[src/rtl/vga_plane_writer.sv]
// vga_plane_writer: expands each captured CPU write into one SRAM write per plane enabled in the map mask.
module vga_plane_writer #(
    parameter int NPL = 4,
    parameter int DW = 16,
    parameter int AW = 16,
    localparam int PW = $clog2(NPL),
    localparam int NB = DW / 8
) (
    input  logic                wb_clk_i,
    input  logic                wb_rst_i,
    input  logic [AW:1]         wbs_adr_i,
    input  logic [NB-1:0]       wbs_sel_i,
    input  logic [DW-1:0]       wbs_dat_i,
    input  logic                wbs_stb_i,
    output logic                wbs_ack_o,
    output logic [PW+AW-1:1]    wbm_adr_o,
    output logic [NB-1:0]       wbm_sel_o,
    output logic [DW-1:0]       wbm_dat_o,
    output logic                wbm_stb_o,
    input  logic                wbm_ack_i,
    output logic                busy_o,
    input  logic                memory_mapping1,
    input  logic [1:0]          write_mode,
    input  logic [1:0]          raster_op,
    input  logic [2:0]          rotate_count,
    input  logic [7:0]          bitmask,
    input  logic [NPL-1:0]      set_reset,
    input  logic [NPL-1:0]      enable_set_reset,
    input  logic [NPL-1:0]      map_mask,
    input  logic [8*NPL-1:0]    latch
);
    typedef enum logic [1:0] {IDLE, WRITE, ACK} state_t;
    state_t state;
    logic [AW:1] adr_q;
    logic [NB-1:0] sel_q;
    logic [DW-1:0] dat_q;
    logic mm1_q;
    logic [1:0] mode_q, rop_q;
    logic [2:0] rot_q;
    logic [7:0] bm_q;
    logic [NPL-1:0] sr_q, esr_q, pending, pending_n;
    logic [8*NPL-1:0] latch_q;
    logic [PW-1:0] plane;
    logic [7:0] lat, c, d, s, e, a;

    function automatic logic [PW-1:0] lowest(input logic [NPL-1:0] v);
        lowest = '0;
        for (int i = NPL - 1; i >= 0; i--)
            if (v[i]) lowest = PW'(i);
    endfunction

    assign pending_n = pending & ~(NPL'(1) << plane);
    assign wbs_ack_o = state == ACK;
    assign wbm_stb_o = state == WRITE;
    assign busy_o = state != IDLE;
    assign wbm_sel_o = sel_q;
    assign wbm_adr_o = {plane, adr_q[AW-1] & ~mm1_q, adr_q[AW-2:1]};

    always_comb begin
        wbm_dat_o = '0;
        lat = latch_q[8*plane +: 8];
        c = '0;
        d = '0;
        s = '0;
        e = '0;
        a = '0;
        for (int b = 0; b < NB; b++) begin
            c = dat_q[8*b +: 8];
            d = 8'({c, c} >> rot_q);
            s = mode_q == 2'd0 ? (esr_q[plane] ? {8{sr_q[plane]}} : d) :
                mode_q == 2'd2 ? {8{c[plane]}} : {8{sr_q[plane]}};
            e = mode_q == 2'd3 ? bm_q & d : bm_q;
            a = rop_q == 2'd0 ? s : rop_q == 2'd1 ? s & lat : rop_q == 2'd2 ? s | lat : s ^ lat;
            wbm_dat_o[8*b +: 8] = mode_q == 2'd1 ? lat : (a & e) | (lat & ~e);
        end
    end

    always_ff @(posedge wb_clk_i) begin
        if (wb_rst_i) begin
            state <= IDLE;
            adr_q <= '0;
            sel_q <= '0;
            dat_q <= '0;
            mm1_q <= 1'b0;
            mode_q <= '0;
            rop_q <= '0;
            rot_q <= '0;
            bm_q <= '0;
            sr_q <= '0;
            esr_q <= '0;
            latch_q <= '0;
            pending <= '0;
            plane <= '0;
        end else begin
            case (state)
                IDLE: if (wbs_stb_i) begin
                    adr_q <= wbs_adr_i;
                    sel_q <= wbs_sel_i;
                    dat_q <= wbs_dat_i;
                    mm1_q <= memory_mapping1;
                    mode_q <= write_mode;
                    rop_q <= raster_op;
                    rot_q <= rotate_count;
                    bm_q <= bitmask;
                    sr_q <= set_reset;
                    esr_q <= enable_set_reset;
                    latch_q <= latch;
                    pending <= map_mask;
                    plane <= lowest(map_mask);
                    state <= |map_mask ? WRITE : ACK;
                end
                // A dropped CPU strobe abandons the remaining planes silently.
                WRITE: if (!wbs_stb_i) state <= IDLE;
                    else if (wbm_ack_i) begin
                        pending <= pending_n;
                        plane <= lowest(pending_n);
                        if (pending_n == '0) state <= ACK;
                    end
                ACK: state <= IDLE;
                default: state <= IDLE;
            endcase
        end
    end
endmodule

[config.mk]
export PLATFORM = sky130hd
export DESIGN_NAME = vga_plane_writer
export DESIGN_NICKNAME = d
export VERILOG_FILES = /design/src/rtl/vga_plane_writer.sv
export SDC_FILE = /design/constraint.sdc
export NUM_CORES = 1
export LEC_CHECK = 0
export ABC_CLOCK_PERIOD_IN_PS = 4800
export BUFFER_PORTS_ARGS = -buffer_cell sky130_fd_sc_hd__buf_2
export CORE_ASPECT_RATIO = 1.75
export CORE_UTILIZATION = 31
export CTS_CLUSTER_DIAMETER = 80
export DETAILED_ROUTE_END_ITERATION = 7
export PLACE_DENSITY = 0.5
export REMOVE_ABC_BUFFERS = 1
export SLEW_MARGIN = 30
export SYNTH_ARGS = -nofsm -noshare
export SYNTH_HDL_FRONTEND = slang
export SYNTH_SLANG_ARGS = --single-unit
[constraint.sdc]
create_clock -name wb_clk_i -period 4.8 [get_ports wb_clk_i]
set_input_delay 0.48 -clock wb_clk_i [delete_from_list [all_inputs] [get_ports wb_clk_i]]
set_output_delay 0.48 -clock wb_clk_i [all_outputs]
set_load 0.02 [all_outputs]
Word level (Yosys, flattened, before mapping)
Cells that the tools add are included. Widths: inputs -> output; s select.

Reductions and logical operators: 10. Order comparisons: 2. Equal/unequal tests: 12. Mux-type cells: 46. Shift operators: 4. Bitwise gates (word level): 20.

Operators by type and width (count): $mux 8 (16); $and 8x8->8 (8); $mux 2 (16); $or 8x8->8 (4); $shiftx 32x6->8 (1); $shr 16x3->8 (2); $not 8->8 (2); $xor 8x8->8 (2); $mux 4 (3); $bmux 1 s2 (4); $eq 2x2->1 const B (4); $pmux 2 s2 (2); $pmux 4 s2 (1); $eq 2x1->1 const B (3); $logic_not 2->1 (3); $ne 3x2->1 const B (2); $and 4x4->4 (1); $logic_not 4->1 (1); $lt 2x4->1 const B (1); $mux 1 (4); $ne 2x2->1 const B (2); $not 4->4 (1); $reduce_and 4->1 (1); $reduce_bool 2->1 (2); 8 further kinds (8).

Logic and storage cells: 108. Input bits: 98. Bits in registers: 97. Output and inout port bits: 38.

Logic depth before layout (Yosys ltp)
Gate-level depths: netlist (run 1).

Depth in word-level cells: 11. Depth in mapped cells: 12. Gate-level depth less buffers: 10.

Worst setup path after synthesis (run 1)
OpenSTA, ideal clock, no wires.

Path kind: register to output. Start point: register plane[0]. End point: output port wbm_dat_o[12]. Stages on the path, launching flop included: 12. Setup slack: 1781 ps. Arrival: 2539 ps. Buffers on the path: 1. Required time: 4320 ps. Path through: dfxtp_1 -> buf_6 -> mux4_2 -> nand2_1 -> nand2_2 -> a21oi_4 -> ha_1 -> nand2_1 -> o21ai_0 -> a22o_1 -> mux2i_1 -> o21ai_2.

Word-level cells in the longest chain between the ends: 11. Elaborated cells on any way between the ends: 20. Those cells by class: shift (1); mux (13); bitwise (6).

Ends and longest elaborated chain: start: declaration (line 43) `logic [PW-1:0] plane;`; start signal: assignment (line 109) `plane <= lowest(map_mask);`; start signal: assignment (line 116) `plane <= lowest(pending_n);`; branches (longest 10 deep; another with $shiftx 32x6->8); $mux 8 * (line 74) `wbm_dat_o[8*b +: 8] = mode_q == 2'd1 ? lat : (a & e) | (lat & ~e);`; end: declaration (line 18) `output logic [DW-1:0] wbm_dat_o,`.

Mark *: on every way between the ends. The select of a mux whose other input is x is not followed.

Worst setup path after layout (run 1)
Start point: register plane[0]. End point: output port wbm_dat_o[9].

Same word-level chain as after synthesis.

==> impl_metrics.ini, run 1 <==
[floorplan]
core_sq_mm = 0.0197
dieHeight_um = 189
die_x_um = 109
io_pins = 136
num_rows = 68
start_util_pct = 31.6
die_area_sq_mm = 0.0206

[yosys]
synthArstFlopShare_pct = 0
synth_top_family_by_area = compound AO/OA/AOI/OAI gates
synth_compound_area_share_pct = 19.5
ys_ff_latch = 97
synth-simple-area-share_pct = 19.0
synth_top_area_share_pct = 31.3
synthMuxAreaShare_pct = 16.2
netlist_area_sq_mm = 0.00620
syn-instance-count = 761
yosysWarningCount = 0
ys_seq_area_share_pct = 31.3
synth_xor_area_share_pct = 0
synth.avg_cell_area_sq_um = 8.15
synth_fa_ha_area_share_pct = 6.46
synth.area.top_cells = dfxtp_1 31%, nand2_1 14%, mux4_2 8.0%
synth_largest_area_cell = dfxtp_1
yosys.cell_types.count = 38
synth_edf_count = 0
yosys_most_used_dff = dfxtp_1

[global_routing]
grt_max_degree = 98
grt_pass1_vias = 5068
grt_usage_pct = 16.7
overflow = 0
antenna_found_initial = 1
grt_pass1_wl_mm = 26.4

[clocking]
cts.path.max_buffers = 2
cts_htree_levels = 3
clock_sinks = 97
clk_pin_slew_ns = 0.07
cts_setup_buffers = 0
cts_tree = yes
root_buffer = clkbuf_16
holdBufCountCts = 0
cts-resized-gates = 0
clock_latency_ns = 0.35
cts_made_buffers = 9

[critical_path]
cp_slowest_cell = dfxtp_1
critPathMaxFanout = 10
worst-r2r-setup-slack_ns = 2.72
crit_start = plane[0]
start_kind = register
max_stage_delay_ns = 0.71
crit_required_ns = 4.32
worstRegToRegCells = 5
r2r_end = dat_q[11]
critical-path-top-delay-family = multiplexers
crit_path_frequent_cell = nand2_1
r2r-start = state[1]
arrival_ns = 3.41
crit_type = register to primary output
critPathBufInv = 1
endpoint_kind = primary output
path_cells = mux4_2 > nand2_1 > nand2_2 > a21oi_4 > ha_1 > nand2_1 > o21ai_0 > a22o_1 > mux2i_1 > o21ai_2 > buf_2

[placement]
place_congestion = 0.774
portBuffers = 134
hpwlAfterDp_mm = 12.0
place_area_sq_mm = 0.00695
dp_slack_ns = 1.24

[sta]
final.setup.tns_ns = 0
setup_viol = 0
worst_slack_ns = 0.911
fin_crit_sh_pct = 81.0
fmax_ghz = 0.257
hold_viol_final = 0
tightest_slew_ns = 0.890
slew_violations = 0
rsz0062_at_grt = false
slew_headroom_pct = 40.6
skew_ns = 0.00795
finalCriticalPeriod_ns = 3.89

[min_path]
hp-class = primary input to register
holdPathStages = 3
hold_start = latch[12]
min_to = latch_q[12]

[pwr]
power_mw = 2.24
combinationalPowerShare_pct = 26.8
p_int_mw = 1.51
pwr-share-seq_pct = 40.6
switching_power_mw = 0.731
swShare_pct = 32.7
clockPowerShare_pct = 32.6
power_density_mw_per_mm2 = 310
ir_drop_v = 0.000179
power.leakage_nw = 3.09

[routing]
wire_per_inst_um = 15.2
vias = 5418
first_pass_iters = 6
via_per_inst = 4.93
drtIter0Drc = 189
ant_nets = 0
drc_errors = 0
drt_wl_total_mm = 16.7

[final_layout]
num-fill-cells = 2115
area_growth_pct = 16.7
nets = 980
fin_area_sq_mm = 0.00724
diodes = 0
drive_above_1_share_pct = 25.3

[status]
status = complete, no violations

[run]
maxCapViolations = 0
[cell families (layout without fill, tap and decap cells)]
kind of cell	after synthesis	in the layout
and+or+nand+nor	281	281
AOI/OAI and AO/OA	190	190
DFF	97	97
buffers and inverters	97	190
muxes	64	64
adders and majority gates	32	32
[final cells by class]
class | count | area [sq um] | share of cell area, %
flip-flops and latches | 97 | 1940 | 26.8
repair buffers | 146 | 787 | 10.9
inverters | 29 | 109 | 1.50
multi-input cells | 567 | 3800 | 52.5
clock buffers | 9 | 225 | 3.11
clock inverters | 6 | 66.3 | 0.916
well taps | 245 | 307 | 4.24
[sequential cells by signal (all words and copies together) (netlist names), 3 cells and up]
register,flops
latch_q,32
dat_q,16
adr_q,15
bm_q,8
esr_q,4
pending,4
sr_q,4
rot_q,3
[cells in the mapped netlist (all sizes together), types with 2 or more instances]
cell type and instances:
buf 29, inv 29, nor2 10, a22o 16, a21oi 112, a22oi 4, nand2 226, o21ai 52
nor2b 7, o211ai 3, mux2i 36, nand2b 29, dfxtp 97, mux4 27, or2 3, nor3 2
clkbuf 39, ha 32
[metal layers]
metal  global-route usage [%]  share of wire (%)  vias up
met1                     18.8                 40     2546
met2                     30.2                 53       97
met3                     3.17                4.1       23
met4                     6.65                2.6        2
met5                        0              0.060        -
li1                         -                  -     2750
[layout by cell type, fill, tap and decap left out, drive strengths merged, types with 2 or more instances in the layout]
cell type,instances
a22oi,4
o21ai,52
clkbuf,9
nor3,2
clkinv,3
mux4,27
dfxtp,97
a22o,16
inv,31
buf,146
nand2,226
o211ai,3
ha,32
or2,3
mux2i,36
nor2b,7
nand2b,29
nor2,10
a21oi,112
[worst min-delay path, stage by stage]
cell and delay [ns]:
buf_2 0.09, nand2_1 0.04, a21oi_1 0.05
[how the worst max path moves through the flow]
stage,cells past startpoint,to
after global routing,11,wbm_dat_o[9]
after detailed placement,11,wbm_dat_o[10]
after global placement,11,wbm_dat_o[10]
final,11,wbm_dat_o[9]
after floorplan,4,pending[0]
after CTS,11,wbm_dat_o[10]
[power groups by stage]
stage	Sequential (mW)	Clock, mW	Combinational [mW]
after floorplan	0.936	0	0.395
after global placement	0.928	0	0.597
after detailed placement	0.930	0	0.611
after CTS	0.911	0.760	0.612
after global routing	0.919	0.784	0.676
final	0.910	0.729	0.601
[per-stage QoR]
stage / utilization, % / hold slack [ns] / instances
2_1_floorplan: - / 0.425 / 693
3_3_place_gp: 35.2 / 0.441 / 1083
3_5_place_dp: 35.3 / 0.443 / 1084
4_1_cts: 36.8 / 0.341 / 1099
5_1_grt: 36.8 / 0.346 / 1099
6_report: 36.8 / 0.357 / 1099
(Power assumes the default switching activity.)
==> run 2: changes to the inputs <==
--- a/config.mk
+++ b/config.mk
@@ -5,7 +5,7 @@
 export SDC_FILE = /design/constraint.sdc
 export NUM_CORES = 1
 export LEC_CHECK = 0
-export ABC_CLOCK_PERIOD_IN_PS = 4800
+export ABC_CLOCK_PERIOD_IN_PS = 3900
 export BUFFER_PORTS_ARGS = -buffer_cell sky130_fd_sc_hd__buf_2
 export CORE_ASPECT_RATIO = 1.75
 export CORE_UTILIZATION = 31
==> constraint.sdc (replaced) <==
create_clock -name wb_clk_i -period 3.9 [get_ports wb_clk_i]
set_input_delay 0.39 -clock wb_clk_i [delete_from_list [all_inputs] [get_ports wb_clk_i]]
set_output_delay 0.39 -clock wb_clk_i [all_outputs]
set_load 0.02 [all_outputs]
==> run 2 against run 1 <==
Effect of this change: non-clock buffer count grew 13; sequential share of layout area fell by 0.33 points; combinational power rose by 28%; power grew 26%; clock power rose by 27%; sequential power increased by 23%; via count hardly changed; worst hold slack got worse by 0.096 ns; critical path depth increased by 1; design area grew 1.3%; first-iteration DRC count decreased by 3.7%; routed wire length decreased by 0.13%; critical path type unchanged; largest cell class unchanged; largest power group unchanged.
==> impl_metrics.ini, run 2 (synthesis results as in run 1) <==
[status]
status = complete, no violations

[placement]
hpwlAfterDp_mm = 12.1
portBuffers = 134
place_congestion = 0.816
dp_cells = 1087

[final_layout]
largestRegisters = latch_q: 32 flops, dat_q: 16 flops, adr_q: 15 flops
num-fill-cells = 2100
final_cell_mix = 224 x nand2_1, 133 x buf_2, 97 x a21oi_1
multiInputGateArea_sq_mm = 0.00380
final_cell_count_no_fill = 1114
drive_above_1_share_pct = 26.5
seq_area_sq_mm = 0.00194
area_growth_pct = 18.2
largest_reg_flops = 32
nets = 993
regMostFlops = latch_q
mostFrequentLayoutCell = nand2_1

[pwr]
pwr-share-seq_pct = 39.7
switching_power_mw = 0.925
p_int_mw = 1.89
clockPowerShare_pct = 32.9
power_mw = 2.81
ir_drop_v = 0.000205
swShare_pct = 32.9
combinationalPowerShare_pct = 27.4
power.leakage_nw = 3.14
power_density_mw_per_mm2 = 384

[sta]
skew_ns = 0.00494
tightest_slew_ns = 0.892
hold_viol_final = 0
rsz0062_at_grt = false
slew_violations = 0
slew_headroom_pct = 40.5
fmax_ghz = 0.272
fin_crit_sh_pct = 94.1
finalCriticalPeriod_ns = 3.67
setup_viol = 0
final.setup.tns_ns = 0

[critical_path]
path_cells = buf_4 > mux4_2 > mux2i_1 > nand2_1 > a21oi_4 > ha_1 > nand2_1 > o21ai_0 > a22o_1 > mux2i_1 > o21ai_2 > buf_2
start_kind = register
critPathBufInv = 2
critical-path-top-delay-family = multiplexers
critPathMaxFanout = 16
endpoint_kind = primary output
crit_required_ns = 3.51
cp_slowest_cell = mux4_2
crit_type = register to primary output
worst-r2r-setup-slack_ns = 1.88
arrival_ns = 3.28
max_stage_delay_ns = 0.55

[clocking]
cts.path.max_buffers = 2
clock_sinks = 97
clock_latency_ns = 0.35
cts_made_buffers = 9
root_buffer = clkbuf_16
cts_htree_levels = 3
holdBufCountCts = 0
cts_tree = yes
clk_pin_slew_ns = 0.07

[global_routing]
grt_max_degree = 98
grt_usage_pct = 17.0
antenna_found_initial = 2
grt_pass1_vias = 5202
overflow = 0
grt_pass1_wl_mm = 26.9

[floorplan]
die_x_um = 109
num_rows = 68
dieHeight_um = 189
io_pins = 136
die_area_sq_mm = 0.0206
core_sq_mm = 0.0197
start_util_pct = 31.6

[run]
maxCapViolations = 0

[routing]
ant_nets = 0
drtIter0Drc = 182
via_per_inst = 4.86
wire_per_inst_um = 15.0
drc_errors = 0
drt_wl_total_mm = 16.7
first_pass_iters = 5
vias = 5417

[min_path]
hp-class = primary input to register
## run 2: cell types whose count changed in the layout (fill, tap and decap cells not counted)
cell / delta
clkbuf_1: +1
diode_2: +1
inv_8: +1
dfxtp_2: +1
buf_16: -1
clkinv_2: -2
buf_4: +14
clkinvlp_4: +1
dfxtp_1: -1
## run 2: final cells by class
class / instances / share of cell area [%]
inverters: 29 / 1.48
diodes: 1 / 0.0341
multi-input cells: 567 / 51.9
clock inverters: 6 / 1.02
repair buffers: 159 / 11.8
well taps: 245 / 4.18
clock buffers: 10 / 3.12
flip-flops and latches: 97 / 26.5
## run 2: power groups by stage
| stage | registers [mW] | logic, mW | clock network, mW |
|---|---|---|---|
| 2_1_floorplan | 1.15 | 0.486 | 0 |
| 3_3_place_gp | 1.14 | 0.745 | 0 |
| 3_5_place_dp | 1.14 | 0.756 | 0 |
| 4_1_cts | 1.12 | 0.758 | 0.964 |
| 5_1_grt | 1.13 | 0.869 | 0.994 |
| 6_report | 1.12 | 0.771 | 0.926 |
## run 2: worst reg2reg max path, stage by stage, from the launching register on
cell and delay (ns):
dfxtp_1 0.32, nand2b_1 0.23, nor2_4 0.66, buf_4 0.47
nand2_1 0.14, a21oi_1 0.12
## run 2: through the flow
| step | instance area, sq um | setup WS [ns] | utilization (%) | hold WS, ns |
|---|---|---|---|---|
| after CTS | 7250 | 0.0675 | 36.9 | 0.245 |
| after global routing | 7330 | 0.0372 | 37.3 | 0.259 |
| after floorplan | 5840 | 0.0492 | - | 0.425 |
| final | 7330 | 0.229 | 37.3 | 0.261 |
| after detailed placement | 6950 | 0.466 | 35.4 | 0.442 |
| after global placement | 6940 | 0.539 | 35.3 | 0.439 |
## run 2: repair_timing
action                                  in CTS  in global routing
buffers inserted                             0                 10
gates resized for setup                      0                  1
endpoints found under the setup margin       0                 16
## run 2: per-layer routing
layer	part of all wire, %	GRT usage [%]
met5	0.048	0
met4	2.7	8.06
met3	3.3	2.89
met2	54	30.3
met1	40	19.0
## run 2: worst paths after layout
kind                    to        start  depth (start not counted)
max          wbm_dat_o[15]     rot_q[0]                         12
min            latch_q[16]    latch[16]                          3
max reg2reg      dat_q[10]     state[1]                          5
min reg2reg    latch_q[15]  latch_q[15]                          2
==> run 3: changes to the inputs <==
--- a/config.mk
+++ b/config.mk
@@ -7,11 +7,13 @@
 export LEC_CHECK = 0
 export ABC_CLOCK_PERIOD_IN_PS = 3900
 export BUFFER_PORTS_ARGS = -buffer_cell sky130_fd_sc_hd__buf_2
+export CELL_PAD_IN_SITES_DETAIL_PLACEMENT = 1
+export CELL_PAD_IN_SITES_GLOBAL_PLACEMENT = 2
 export CORE_ASPECT_RATIO = 1.75
 export CORE_UTILIZATION = 31
 export CTS_CLUSTER_DIAMETER = 80
 export DETAILED_ROUTE_END_ITERATION = 7
-export PLACE_DENSITY = 0.5
+export PLACE_DENSITY = 0.79
 export REMOVE_ABC_BUFFERS = 1
 export SLEW_MARGIN = 30
 export SYNTH_ARGS = -nofsm -noshare
==> run 3 against run 2 <==
Effect of this change: worst setup slack improved by 0.071 ns; via count rose by 2.0%; routed wire length rose by 6.4%; final cell count fell by 1.2%; flip-flop and latch count did not move; clock power rose by 7.2%.
==> impl_metrics.ini, run 3 (synthesis results as in run 1) <==
[status]
status = complete, no violations

[pwr]
power.leakage_nw = 3.10
p_int_mw = 1.93
power_mw = 2.87
combinationalPowerShare_pct = 26.1
swShare_pct = 32.7
pwr-share-seq_pct = 39.2
power_density_mw_per_mm2 = 394
switching_power_mw = 0.937
clockPowerShare_pct = 34.7
ir_drop_v = 0.000203

[sta]
skew_ns = 0.00531
final.setup.tns_ns = 0
fmax_ghz = 0.278
tightest_slew_ns = 0.831
slew_violations = 0
setup_viol = 0
hold_viol_final = 0
finalCriticalPeriod_ns = 3.60
fin_crit_sh_pct = 92.3
whs_ns = 0.266
rsz0062_at_grt = false
worst_slack_ns = 0.300
slew_headroom_pct = 44.6

[routing]
drc_errors = 0
wire_per_inst_um = 16.2
vias = 5523
drtIter0Drc = 128
first_pass_iters = 4
via_per_inst = 5.02
ant_nets = 0
drt_wl_total_mm = 17.8

[clocking]
cts_made_buffers = 9
cts.path.max_buffers = 2
cts_tree = yes
clock_latency_ns = 0.35
holdBufCountCts = 0
clock_sinks = 97
clk_pin_slew_ns = 0.08
cts_htree_levels = 3
root_buffer = clkbuf_16

[global_routing]
grt_usage_pct = 18.1
grt_pass1_vias = 5630
grt_max_degree = 98
antenna_found_initial = 2
grt_pass1_wl_mm = 28.8
overflow = 0

[critical_path]
critical-path-top-delay-family = multiplexers
start_kind = register
cp_slowest_cell = dfxtp_1
arrival_ns = 3.21
endpoint_kind = primary output
max_stage_delay_ns = 0.63
crit_required_ns = 3.51
crit_path_frequent_cell = mux2i_1
critPathBufInv = 2
path_cells = mux4_2 > mux2i_1 > nand2_1 > a21oi_1 > ha_1 > inv_1 > mux2i_1 > a22o_1 > mux2i_1 > o21ai_1 > buf_2
worst-r2r-setup-slack_ns = 1.96
critPathMaxFanout = 11
crit_type = register to primary output

[placement]
hpwlAfterDp_mm = 13.0
place_congestion = 0.740
dp_slack_ns = 0.529
dp_cells = 1085
place_area_sq_mm = 0.00695
portBuffers = 134

[final_layout]
regMostFlops = latch_q
utilization_pct = 37.0
largest_reg_flops = 32
area_growth_pct = 17.2
largestRegisters = latch_q: 32 flops, dat_q: 16 flops, adr_q: 15 flops
nets = 981
mostFrequentLayoutCell = nand2_1
final_cell_count_no_fill = 1101
final_cell_mix = 224 x nand2_1, 133 x buf_2, 97 x a21oi_1
drive_above_1_share_pct = 25.6
fin_area_sq_mm = 0.00727
num-fill-cells = 2458
diodes = 0

[floorplan]
die_area_sq_mm = 0.0206
num_rows = 68
io_pins = 136
die_x_um = 109
dieHeight_um = 189
start_util_pct = 31.6
core_sq_mm = 0.0197

[run]
maxCapViolations = 0

[min_path]
hp-class = primary input to register
-- run 3: timing repair --
action / in CTS / in global routing
resized for setup: 0 / 1
buffers inserted: 0 / 0
endpoints found under the setup margin: 0 / 1
-- run 3: power by group through the flow --
stage          Clock [mW]  Sequential [mW]  Combinational (mW)
2_1_floorplan           0             1.15               0.486
3_3_place_gp            0             1.14               0.743
3_5_place_dp            0             1.15               0.761
4_1_cts              1.03             1.12               0.764
5_1_grt              1.06             1.14               0.838
6_report            0.993             1.12               0.749
-- run 3: routing by layer --
metal  part of all wire (%)  track usage [%]  up-vias
li1                       -                -     2751
met1                     39             19.7     2668
met2                     55             34.4       81
met3                    3.2             2.48       19
met4                    1.8             6.70        4
met5                   0.11                0        -
-- run 3: worst reg2reg max path, stage by stage, from the launching register on --
cell and delay (ns):
dfxtp_1 0.35, nand2b_1 0.27, or2_4 0.63, buf_4 0.38
nand2_1 0.08, a21oi_1 0.16
-- run 3: path summary, 6_finish.rpt --
| path | from | to | cells after the start |
|---|---|---|---|
| setup / recovery | rot_q[1] | wbm_dat_o[7] | 11 |
| hold / removal | wbs_adr_i[1] | adr_q[1] | 3 |
| setup reg to reg | state[1] | latch_q[17] | 5 |
| hold reg to reg | adr_q[3] | adr_q[3] | 2 |
-- run 3: layout make-up --
cell class	count	area [sq um]	share of cell area, %
clock buffers	9	225	3.10
clock inverters	7	98.8	1.36
inverters	29	109	1.50
multi-input cells	567	3800	52.3
flip-flops and latches	97	1940	26.7
well taps	245	307	4.22
repair buffers	147	787	10.8
